### config.mk
export PLATFORM = sky130hd
export DESIGN_NAME = gcn_combination_scheduler
export DESIGN_NICKNAME = d
export VERILOG_FILES = /design/src/rtl/gcn_combination_scheduler.sv
export SDC_FILE = /design/constraint.sdc
export NUM_CORES = 1
export LEC_CHECK = 0
export BUFFER_PORTS_ARGS = -buffer_cell sky130_fd_sc_hd__buf_2
export CELL_PAD_IN_SITES_DETAIL_PLACEMENT = 0
export CELL_PAD_IN_SITES_GLOBAL_PLACEMENT = 2
export CORE_MARGIN = 10
export CORE_UTILIZATION = 25
export CTS_CLUSTER_SIZE = 8
export DETAILED_ROUTE_END_ITERATION = 12
export GPL_TIMING_DRIVEN = 0
export PLACE_DENSITY_LB_ADDON = 0.1
export SYNTH_ARGS = -nofsm -noshare
export SYNTH_HDL_FRONTEND = slang
export SYNTH_SLANG_ARGS = --single-unit
### constraint.sdc
create_clock -name clk -period 1.6 [get_ports clk]
set_clock_uncertainty 0.15 [all_clocks]
set_input_delay 0.08 -clock clk [delete_from_list [all_inputs] [get_ports clk]]
set_output_delay 0.08 -clock clk [all_outputs]
set_load 0.03 [all_outputs]
### src/rtl/gcn_combination_scheduler.sv
`default_nettype none
// ============================================================================
// Module   : gcn_combination_scheduler
// Purpose  : Sequences the combination phase (feature x weight) of the GCN
//            engine. It owns the shared memory read port and loads every
//            weight column into the weight buffer. It then walks the feature
//            rows one at a time. For each (row, col) pair it starts the
//            dot-product unit, waits for completion and commands the
//            result-buffer write.
// Ports    : clk             - clock, rising edge
//            reset           - asynchronous active-low reset
//            start           - level request, sampled only in IDLE
//            mac_done        - dot-product unit finished the current job
//            read_address    - memory read address (holds when not reading)
//            enable_read     - memory read strobe
//            weight_load     - load data_in into weight column weight_col_idx
//            feature_load    - load data_in into the feature row register
//            weight_col_idx  - current weight column
//            feature_row_idx - current feature row
//            mac_start       - one-cycle dot-product start pulse
//            result_write_en - write MAC result to [feature_row_idx][weight_col_idx]
//            done            - all FEATURE_ROWS x WEIGHT_COLS results written
//            error           - WAIT watchdog fired
// Config   : GCN_SCHED_TIMEOUT_EN - when defined, a watchdog in WAIT aborts to
//            DONE with error=1 after TIMEOUT_CYCLES cycles without mac_done.
//            When undefined, WAIT waits indefinitely and error is tied 0.
// Revision : 1.0 - initial release
// ============================================================================
module gcn_combination_scheduler #(
    parameter int FEATURE_ROWS          = 6,
    parameter int WEIGHT_COLS           = 3,
    parameter int ADDRESS_WIDTH         = 13,
    parameter int FEATURE_BASE          = 512,
    parameter int COUNTER_WEIGHT_WIDTH  = $clog2(WEIGHT_COLS),
    parameter int COUNTER_FEATURE_WIDTH = $clog2(FEATURE_ROWS),
    parameter int TIMEOUT_CYCLES        = 255
) (
    input  logic                             clk,
    input  logic                             reset,
    input  logic                             start,
    input  logic                             mac_done,
    output logic [ADDRESS_WIDTH-1:0]         read_address,
    output logic                             enable_read,
    output logic                             weight_load,
    output logic                             feature_load,
    output logic [COUNTER_WEIGHT_WIDTH-1:0]  weight_col_idx,
    output logic [COUNTER_FEATURE_WIDTH-1:0] feature_row_idx,
    output logic                             mac_start,
    output logic                             result_write_en,
    output logic                             done,
    output logic                             error
);

    localparam logic [2:0] c_IDLE   = 3'd0;
    localparam logic [2:0] c_LOAD_W = 3'd1;
    localparam logic [2:0] c_LOAD_F = 3'd2;
    localparam logic [2:0] c_ISSUE  = 3'd3;
    localparam logic [2:0] c_WAIT   = 3'd4;
    localparam logic [2:0] c_WRITE  = 3'd5;
    localparam logic [2:0] c_DONE   = 3'd6;

    // Terminal compares use the parameter values, so non-power-of-2 sizes
    // stop exactly at the last index instead of relying on wrap-around.
    localparam logic [COUNTER_WEIGHT_WIDTH-1:0]  c_LAST_COL  = COUNTER_WEIGHT_WIDTH'(WEIGHT_COLS - 1);
    localparam logic [COUNTER_FEATURE_WIDTH-1:0] c_LAST_ROW  = COUNTER_FEATURE_WIDTH'(FEATURE_ROWS - 1);
    localparam logic [COUNTER_WEIGHT_WIDTH-1:0]  c_COL_ONE   = COUNTER_WEIGHT_WIDTH'(1);
    localparam logic [COUNTER_FEATURE_WIDTH-1:0] c_ROW_ONE   = COUNTER_FEATURE_WIDTH'(1);
    localparam logic [ADDRESS_WIDTH-1:0]         c_FEAT_BASE = ADDRESS_WIDTH'(FEATURE_BASE);

    logic [2:0]                       r_state;
    logic [2:0]                       w_state_nxt;
    logic [COUNTER_FEATURE_WIDTH-1:0] r_row;
    logic [COUNTER_FEATURE_WIDTH-1:0] w_row_nxt;
    logic [COUNTER_WEIGHT_WIDTH-1:0]  r_col;
    logic [COUNTER_WEIGHT_WIDTH-1:0]  w_col_nxt;
    logic [ADDRESS_WIDTH-1:0]         r_read_address;
    logic [ADDRESS_WIDTH-1:0]         w_addr_nxt;

`ifdef GCN_SCHED_TIMEOUT_EN
    localparam logic [7:0] c_TIMEOUT_LAST = 8'(TIMEOUT_CYCLES - 1);

    logic [7:0] r_wait_cnt;
    logic [7:0] w_wait_cnt_nxt;
    logic       r_error;
    logic       w_error_nxt;
`endif

    // ------------------------------------------------------------------------
    // State / counter registers
    // ------------------------------------------------------------------------
    always_ff @(posedge clk or negedge reset) begin
        if (!reset) begin
            r_state        <= c_IDLE;
            r_row          <= '0;
            r_col          <= '0;
            r_read_address <= '0;
`ifdef GCN_SCHED_TIMEOUT_EN
            r_wait_cnt     <= '0;
            r_error        <= 1'b0;
`endif
        end else begin
            r_state        <= w_state_nxt;
            r_row          <= w_row_nxt;
            r_col          <= w_col_nxt;
            r_read_address <= w_addr_nxt;
`ifdef GCN_SCHED_TIMEOUT_EN
            r_wait_cnt     <= w_wait_cnt_nxt;
            r_error        <= w_error_nxt;
`endif
        end
    end

    // ------------------------------------------------------------------------
    // Next-state and counter logic. The read address is computed here, one
    // cycle ahead, so the registered value lines up with the LOAD states and
    // simply holds everywhere else.
    // ------------------------------------------------------------------------
    always_comb begin
        w_state_nxt = r_state;
        w_row_nxt   = r_row;
        w_col_nxt   = r_col;
        w_addr_nxt  = r_read_address;
`ifdef GCN_SCHED_TIMEOUT_EN
        w_wait_cnt_nxt = r_wait_cnt;
        w_error_nxt    = r_error;
`endif
        case (r_state)
            c_IDLE: begin
                if (start) begin
                    w_state_nxt = c_LOAD_W;
                    w_row_nxt   = '0;
                    w_col_nxt   = '0;
                    w_addr_nxt  = '0;
                end
            end
            c_LOAD_W: begin
                if (r_col == c_LAST_COL) begin
                    w_state_nxt = c_LOAD_F;
                    w_col_nxt   = '0;
                    w_row_nxt   = '0;
                    w_addr_nxt  = c_FEAT_BASE;
                end else begin
                    w_col_nxt   = r_col + c_COL_ONE;
                    w_addr_nxt  = ADDRESS_WIDTH'(r_col + c_COL_ONE);
                end
            end
            c_LOAD_F: begin
                w_state_nxt = c_ISSUE;
            end
            c_ISSUE: begin
                w_state_nxt = c_WAIT;
`ifdef GCN_SCHED_TIMEOUT_EN
                w_wait_cnt_nxt = '0;
`endif
            end
            c_WAIT: begin
                if (mac_done) begin
                    w_state_nxt = c_WRITE;
                end
`ifdef GCN_SCHED_TIMEOUT_EN
                else if (r_wait_cnt == c_TIMEOUT_LAST) begin
                    w_state_nxt = c_DONE;
                    w_error_nxt = 1'b1;
                end else begin
                    w_wait_cnt_nxt = r_wait_cnt + 8'd1;
                end
`endif
            end
            c_WRITE: begin
                if (r_col != c_LAST_COL) begin
                    w_state_nxt = c_ISSUE;
                    w_col_nxt   = r_col + c_COL_ONE;
                end else if (r_row != c_LAST_ROW) begin
                    w_state_nxt = c_LOAD_F;
                    w_col_nxt   = '0;
                    w_row_nxt   = r_row + c_ROW_ONE;
                    w_addr_nxt  = c_FEAT_BASE + ADDRESS_WIDTH'(r_row + c_ROW_ONE);
                end else begin
                    w_state_nxt = c_DONE;
                end
            end
            c_DONE: begin
                if (!start) begin
                    w_state_nxt = c_IDLE;
                    w_row_nxt   = '0;
                    w_col_nxt   = '0;
`ifdef GCN_SCHED_TIMEOUT_EN
                    w_error_nxt = 1'b0;
`endif
                end
            end
            default: begin
                w_state_nxt = c_IDLE;
            end
        endcase
    end

    // ------------------------------------------------------------------------
    // Output decode: purely from registered state, no input-to-output path.
    // ------------------------------------------------------------------------
    always_comb begin
        enable_read     = 1'b0;
        weight_load     = 1'b0;
        feature_load    = 1'b0;
        mac_start       = 1'b0;
        result_write_en = 1'b0;
        done            = 1'b0;
        case (r_state)
            c_LOAD_W: begin
                enable_read = 1'b1;
                weight_load = 1'b1;
            end
            c_LOAD_F: begin
                enable_read  = 1'b1;
                feature_load = 1'b1;
            end
            c_ISSUE:  mac_start       = 1'b1;
            c_WRITE:  result_write_en = 1'b1;
            c_DONE:   done            = 1'b1;
            default:  ;
        endcase
    end

    assign read_address    = r_read_address;
    assign weight_col_idx  = r_col;
    assign feature_row_idx = r_row;

`ifdef GCN_SCHED_TIMEOUT_EN
    assign error = r_error;
`else
    assign error = 1'b0;
`endif

endmodule
`default_nettype wire

Word level (Yosys, flattened, before mapping)

Cells that the tools add are included.

Register bits after elaboration: 21
Bits of input ports: 4
Logic and storage cells: 62
Latch bits: 0
ROM bits: 0
Memories kept: 0
Memory bits (writable): 0
Output and inout bits: 25

Div/mod/pow operators: 0
Equal/unequal tests: 16
Bitwise operators: 0
Shifts and indexed selects: 0
Reductions and logical operators: 8
Multipliers: 0
Magnitude comparators: 0
$add $sub $neg: 5
Muxes and demuxes: 29

Operators with widths:

| cell                    | count |
|---|---|
| $mux W13                | 3 |
| $pmux W13 S3            | 1 |
| $mux W3                 | 10 |
| $pmux W3 S7             | 1 |
| $ne A2 B2 Y1 const B    | 7 |
| $pmux W3 S4             | 1 |
| $reduce_and A4 Y1       | 3 |
| $add A10 B4 Y11 const A | 1 |
| $mux W10                | 1 |
| $mux W2                 | 5 |
| $eq A3 B3 Y1 const B    | 3 |
| $pmux W2 S4             | 1 |
| $eq A3 B2 Y1 const B    | 2 |
| $mux W1                 | 6 |
| $ne A3 B3 Y1 const B    | 2 |
| $reduce_and A6 Y1       | 1 |
| $add A3 B1 Y4 const B   | 1 |
| $reduce_bool A4 Y1      | 1 |
| $add A2 B1 Y3 const B   | 1 |
| $add A3 B1 Y3 const B   | 1 |
| $eq A3 B1 Y1 const B    | 1 |
| $logic_not A3 Y1        | 1 |
| $reduce_bool A3 Y1      | 1 |
| $add A2 B1 Y2 const B   | 1 |
| other kinds (2)         | 2 |

Longest topological paths before layout

Depth after elaboration: 5
Mapped depth: 6
Gate-level depth less buffers: 6

Worst setup path before layout

Ideal clock, no wire load.

Path type: register -> register
Start: register r_col[1] (netlist: weight_col_idx[1])
End: register r_read_address[0] (netlist: read_address[0])
Path buffers: 2
Arrival: 1.430 ns
Data required time: 1.329 ns
Stages on the path, launching flop included: 7
Library setup time: 0.121 ns
Clock period less this slack: 1.701 ns
Path slack: -0.101 ns
Path through: dfrtp_1 > buf_4 > nor2b_1 > buf_4 > nand2_1 > a21o_1 > a22o_1

Longest elaborated chain between the ends: 3
Elaborated cells between the ends (all ways): 6
Classes of those cells: 3 x eq/ne; 2 x mux; 1 x reduce/logical

RTL lines:

| element                                           | RTL line | source |
|---|---|---|
| from (decl)                                       | 74       | `logic [COUNTER_WEIGHT_WIDTH-1:0] r_col;` |
| from (signal assigned)                            | 104      | `r_col <= w_col_nxt;` |
| $eq A2 B2 Y1 or $ne A2 B2 Y1 (tied branches)      | 137, 170 |  |
| $mux W10 or $ne A2 B2 Y1 (tied branches)          | n/a      |  |
| $pmux W13 S3 or $reduce_and A4 Y1 (tied branches) | n/a      |  |
| to (signal assigned)                              | 105      | `r_read_address <= w_addr_nxt;` |
| to (decl)                                         | 76       | `logic [ADDRESS_WIDTH-1:0] r_read_address;` |

Several ways; a longest one is shown, not always the timed one.
A chain may end at the register's enable or synchronous reset.

Final worst setup path

Start: register r_state[0]
End: register r_row[2] (netlist: feature_row_idx[2])

Longest elaborated chain between the ends: 3
Elaborated cells between the ends (all ways): 12
Classes of those cells: 8 x eq/ne; 1 x mux; 3 x reduce/logical

RTL lines:

| element                                                      | RTL line | source |
|---|---|---|
| from (decl)                                                  | 70       | `logic [2:0] r_state;` |
| from (signal assigned)                                       | 93       | `r_state <= c_IDLE;` |
| from (signal assigned)                                       | 102      | `r_state <= w_state_nxt;` |
| $eq A3 B3 Y1 (tied with other cells)                         | 127      | `case (r_state)` |
| $reduce_bool A4 Y1 (no line) or $ne A2 B2 Y1 (tied branches) | n/a      |  |
| $reduce_and A6 Y1 (no line)                                  | n/a      |  |
| to (signal assigned)                                         | 103      | `r_row <= w_row_nxt;` |
| to (decl)                                                    | 72       | `logic [COUNTER_FEATURE_WIDTH-1:0] r_row;` |

Several ways; a longest one is shown, not always the timed one.

==> qor.csv <==
stage,metric,value,unit
sta,RSZ-0062 raised after global routing,yes,
yosys,cell taking the most area after synthesis,dfrtp_1,
drt,drt pass-1 iters,4,
clocking,H-tree Lvls,1,
critical_path,CP required,1.61,ns
yosys,number of synthesized register bits,13,
drt,drt total wl,2586,um
critical_path,R2R Path End,feature_row_idx[2]$_DFFE_PN0P_,
critical_path,CP Data Arrival Time,1.59,ns
floorplanning,Die H,79.02,um
critical_path,type of origin of the critical path,register,
worst_hold_path,hold path endpoint,read_address[9]$_DFFE_PN0P_,
yosys,Synth Cell Area,870.8,sq um
sta,period utilization,99.13,%
global_routing,initial antenna violation count,0,
finish,Final Cell Area,1246,sq um
yosys,Post-Syn Instances,97,
clocking,clock latency on the worst-skew pair,0.29,ns
clocking,CTS max path bufs,2,
sta,fmax,630.5,MHz
pwr,Power Density,1861,nW/um^2
pwr,power share of the sequential group,24.0,%
floorplanning,DIE WIDTH,79.02,um
placement,GPL Wtd Cong,0.7036,
finish,Filler cells,377,
finish,P&R area growth vs syn,43.10,%
pwr,Logic pwr share,66.9,%
drt,vias post-DR,799,
finish,Finished Core Util,37.05,%
critical_path,Worst setup EP type,register,
worst_hold_path,hold path startpoint,start,
yosys,sequential area share after synthesis,37.36,%
floorplanning,die area,6244,sq um
sta,# setup viols final,0,
drt,via density per instance,4.319,
finish,# diodes,0,
yosys,ys async rst share,100.0,%
sta,Final Hold Viols,0,
floorplanning,row cnt,21,
sta,crit path time final,1.586,ns
floorplanning,core area,3363,sq um
yosys,syn_area_per_cell,8.978,sq um
sta,Setup TNS Final,0,ns
critical_path,worst-path maximum fanout,5,
placement,Cells after DPL,170,
critical_path,worst r2r path cells,4,
worst_hold_path,worst hold path class,in2reg,
yosys,Synth cell types,37,
yosys,Synth Flop Type,dfrtp_1,
yosys,number of flops mapped to enable cells by yosys,0,
pwr,Peak VDD IR,542.2,uV
critical_path,Worst R2R Setup Slack,0.01,ns
run,Max-cap violations,0,
global_routing,vias in the first global route,876,
critical_path,worst reg2reg startpoint,r_state[0]$_DFFE_PN0P_,
floorplanning,Initial Util,25.89,%
yosys,synth warn,0,
critical_path,worst setup path class,reg2reg,
placement,IO buf count,19,
pwr,sw power,1107,uW
yosys,Area contributors post-synth,"dfrtp_1, buf_4, mux2i_1, ha_1, nand2b_1",
pwr,internal power,1213,uW
yosys,Yosys top cell area share,37.36,%
drt,Starting DRT DRC Count,23,
finish,share of cells above drive strength 1,47.48,%
worst_hold_path,Hold Crit Depth,4,
global_routing,maximum number of pins on one net before global-route repair,14,
pwr,Sw Ratio,47.72,%
drt,WL per Instance,13.98,um
clocking,Root Buffer,clkbuf_4,
floorplanning,I/O pin total,29,
finish,nets@finish,146,
global_routing,gr usage total,8.545,%
placement,placed wire-length estimate,1869,um
clocking,clock slew at reported path FFs,0.09,ns
run_status,status,finished clean,
placement,Placed Area,1064,sq um
drt,Residual DRC,0,
pwr,Clk pwr share,9.1,%
clocking,Sink Count,13,
global_routing,grt ovf,0,
pwr,LEAKAGE,0.0006329,uW
finish,non-filler instance count after layout,185,
clocking,CTS tree,built,
drt,Antenna Violating Nets Remaining,0,
global_routing,first-pass GRT wire length,4271,um
sta,Max Slew Vio Count,0,
clocking,CTS buffer count,3,
[layout by cell type, fill, tap and decap left out, drive strengths merged, types with 2 or more instances in the layout]
master       synthesis  final
a21boi               2      2
a21o                 4      4
a21oi                3      3
a22oi                2      2
buf                 11     40
clkbuf               3      5
conb                 1      9
dfrtp               13     13
dlygate4sd3          0      2
ha                   2      2
inv                  5      5
mux2i                3      3
nand2                6      6
nand2b               4      4
nand3                5      5
nor2                 7      7
nor2b                3      3
o21ai                3      3
o22ai                3      3
o2bb2ai              2      2
o31ai                2      2
[synth_stat cells, drive strengths merged, types with 2 or more instances]
cell / instances
buf: 11
a22oi: 2
o2bb2ai: 2
mux2i: 3
a21o: 4
nand2b: 4
nand3: 5
nand2: 6
a21boi: 2
o22ai: 3
clkbuf: 3
o21ai: 3
a21oi: 3
nor2b: 3
dfrtp: 13
o31ai: 2
ha: 2
nor2: 7
inv: 5
[how the worst max path moves through the flow]
| stage | start | end | slack, ns | cells after the start |
|---|---|---|---|---|
| after floorplan | weight_col_idx[1]$_DFFE_PN0P_ | read_address[0]$_DFFE_PN0P_ | 0.009 | 6 |
| after CTS | r_state[1]$_DFFE_PN0P_ | read_address[0]$_DFFE_PN0P_ | -0.01 | 4 |
| after global routing | r_state[0]$_DFFE_PN0P_ | feature_row_idx[2]$_DFFE_PN0P_ | -0.04 | 4 |
| after global placement | r_state[2]$_DFFE_PN0P_ | feature_row_idx[1]$_DFFE_PN0P_ | -0.05 | 4 |
| final | r_state[0]$_DFFE_PN0P_ | feature_row_idx[2]$_DFFE_PN0P_ | 0.01 | 4 |
| after detailed placement | r_state[2]$_DFFE_PN0P_ | feature_row_idx[1]$_DFFE_PN0P_ | -0.03 | 4 |
[registers in the layout, summed over array words and instances, names as in the netlist]
register,cells
feature_row_idx,3
read_address,5
weight_col_idx,2
r_state,3
[kinds of logic (layout without fill, tap and decap cells)]
group	Yosys count	in the layout	share of synthesized area (%)
simple gates	30	30	18.10
flops	13	13	37.36
fa+ha+maj	2	2	2.873
compound gates	28	28	23.56
buf+inv	19	53	12.93
other cells	1	9	0.4306
mux	4	4	4.741
[cell type report]
class | instances | area [sq um] | area share (%)
clock buffers | 3 | 22.52 | 1.807
inverters | 5 | 18.77 | 1.506
plain buffers | 14 | 110.1 | 8.835
clock inverters | 1 | 5.005 | 0.4016
flip-flops and latches | 13 | 332.8 | 26.71
well taps | 46 | 57.56 | 4.618
repair buffers | 30 | 193.9 | 15.56
multi-input cells | 73 | 505.5 | 40.56
[per-layer routing]
| layer | share of wire, % | wire length (um) | up-vias | GRT usage, % |
|---|---|---|---|---|
| li1 | - | - | 412 | - |
| met3 | 7.7 | 199 | 2 | 4.617 |
| met5 | 0 | 0 | - | 0 |
| met1 | 43 | 1115 | 366 | 9.623 |
| met4 | 0.54 | 14 | 0 | 2.151 |
| met2 | 49 | 1256 | 19 | 13.78 |
[power by group through the flow]
| stage | combinational, uW | sequential (uW) | clock (uW) |
|---|---|---|---|
| finish | 1550 | 556 | 211 |
| global route | 1690 | 575 | 242 |
| CTS | 1430 | 542 | 223 |
| detailed placement | 1270 | 560 | 0 |
| global placement | 1280 | 559 | 0 |
| floorplan | 806 | 689 | 0 |
[timing repair]
action / in CTS / in global routing
setup endpoints to repair: 10 / 14
resized for setup: 12 / 14
hold buffers: 2 / 0
hold endpoints to repair: 15 / 0
pin swaps: 1 / 7
buffers inserted: 3 / 6
[stage by stage]
| stage | power, uW | hold slack [ns] | worst slack [ns] |
|---|---|---|---|
| 2_1_floorplan | 1495 | -0.3656 | 0.008564 |
| 3_3_place_gp | 1843 | -0.1530 | -0.04750 |
| 3_5_place_dp | 1833 | -0.1488 | -0.03042 |
| 4_1_cts | 2196 | 0.01677 | -0.01206 |
| 5_1_grt | 2508 | 0.03411 | -0.04331 |
| 6_report | 2319 | 0.01902 | 0.01394 |
[worst max-delay path, stage by stage (launching register included)]
cell     delay, ns
dfrtp_2       0.45
or3b_1        0.41
a21o_1        0.20
a22oi_1       0.16
mux2i_1       0.09
Note: power is estimated with default switching activity, not from simulation.
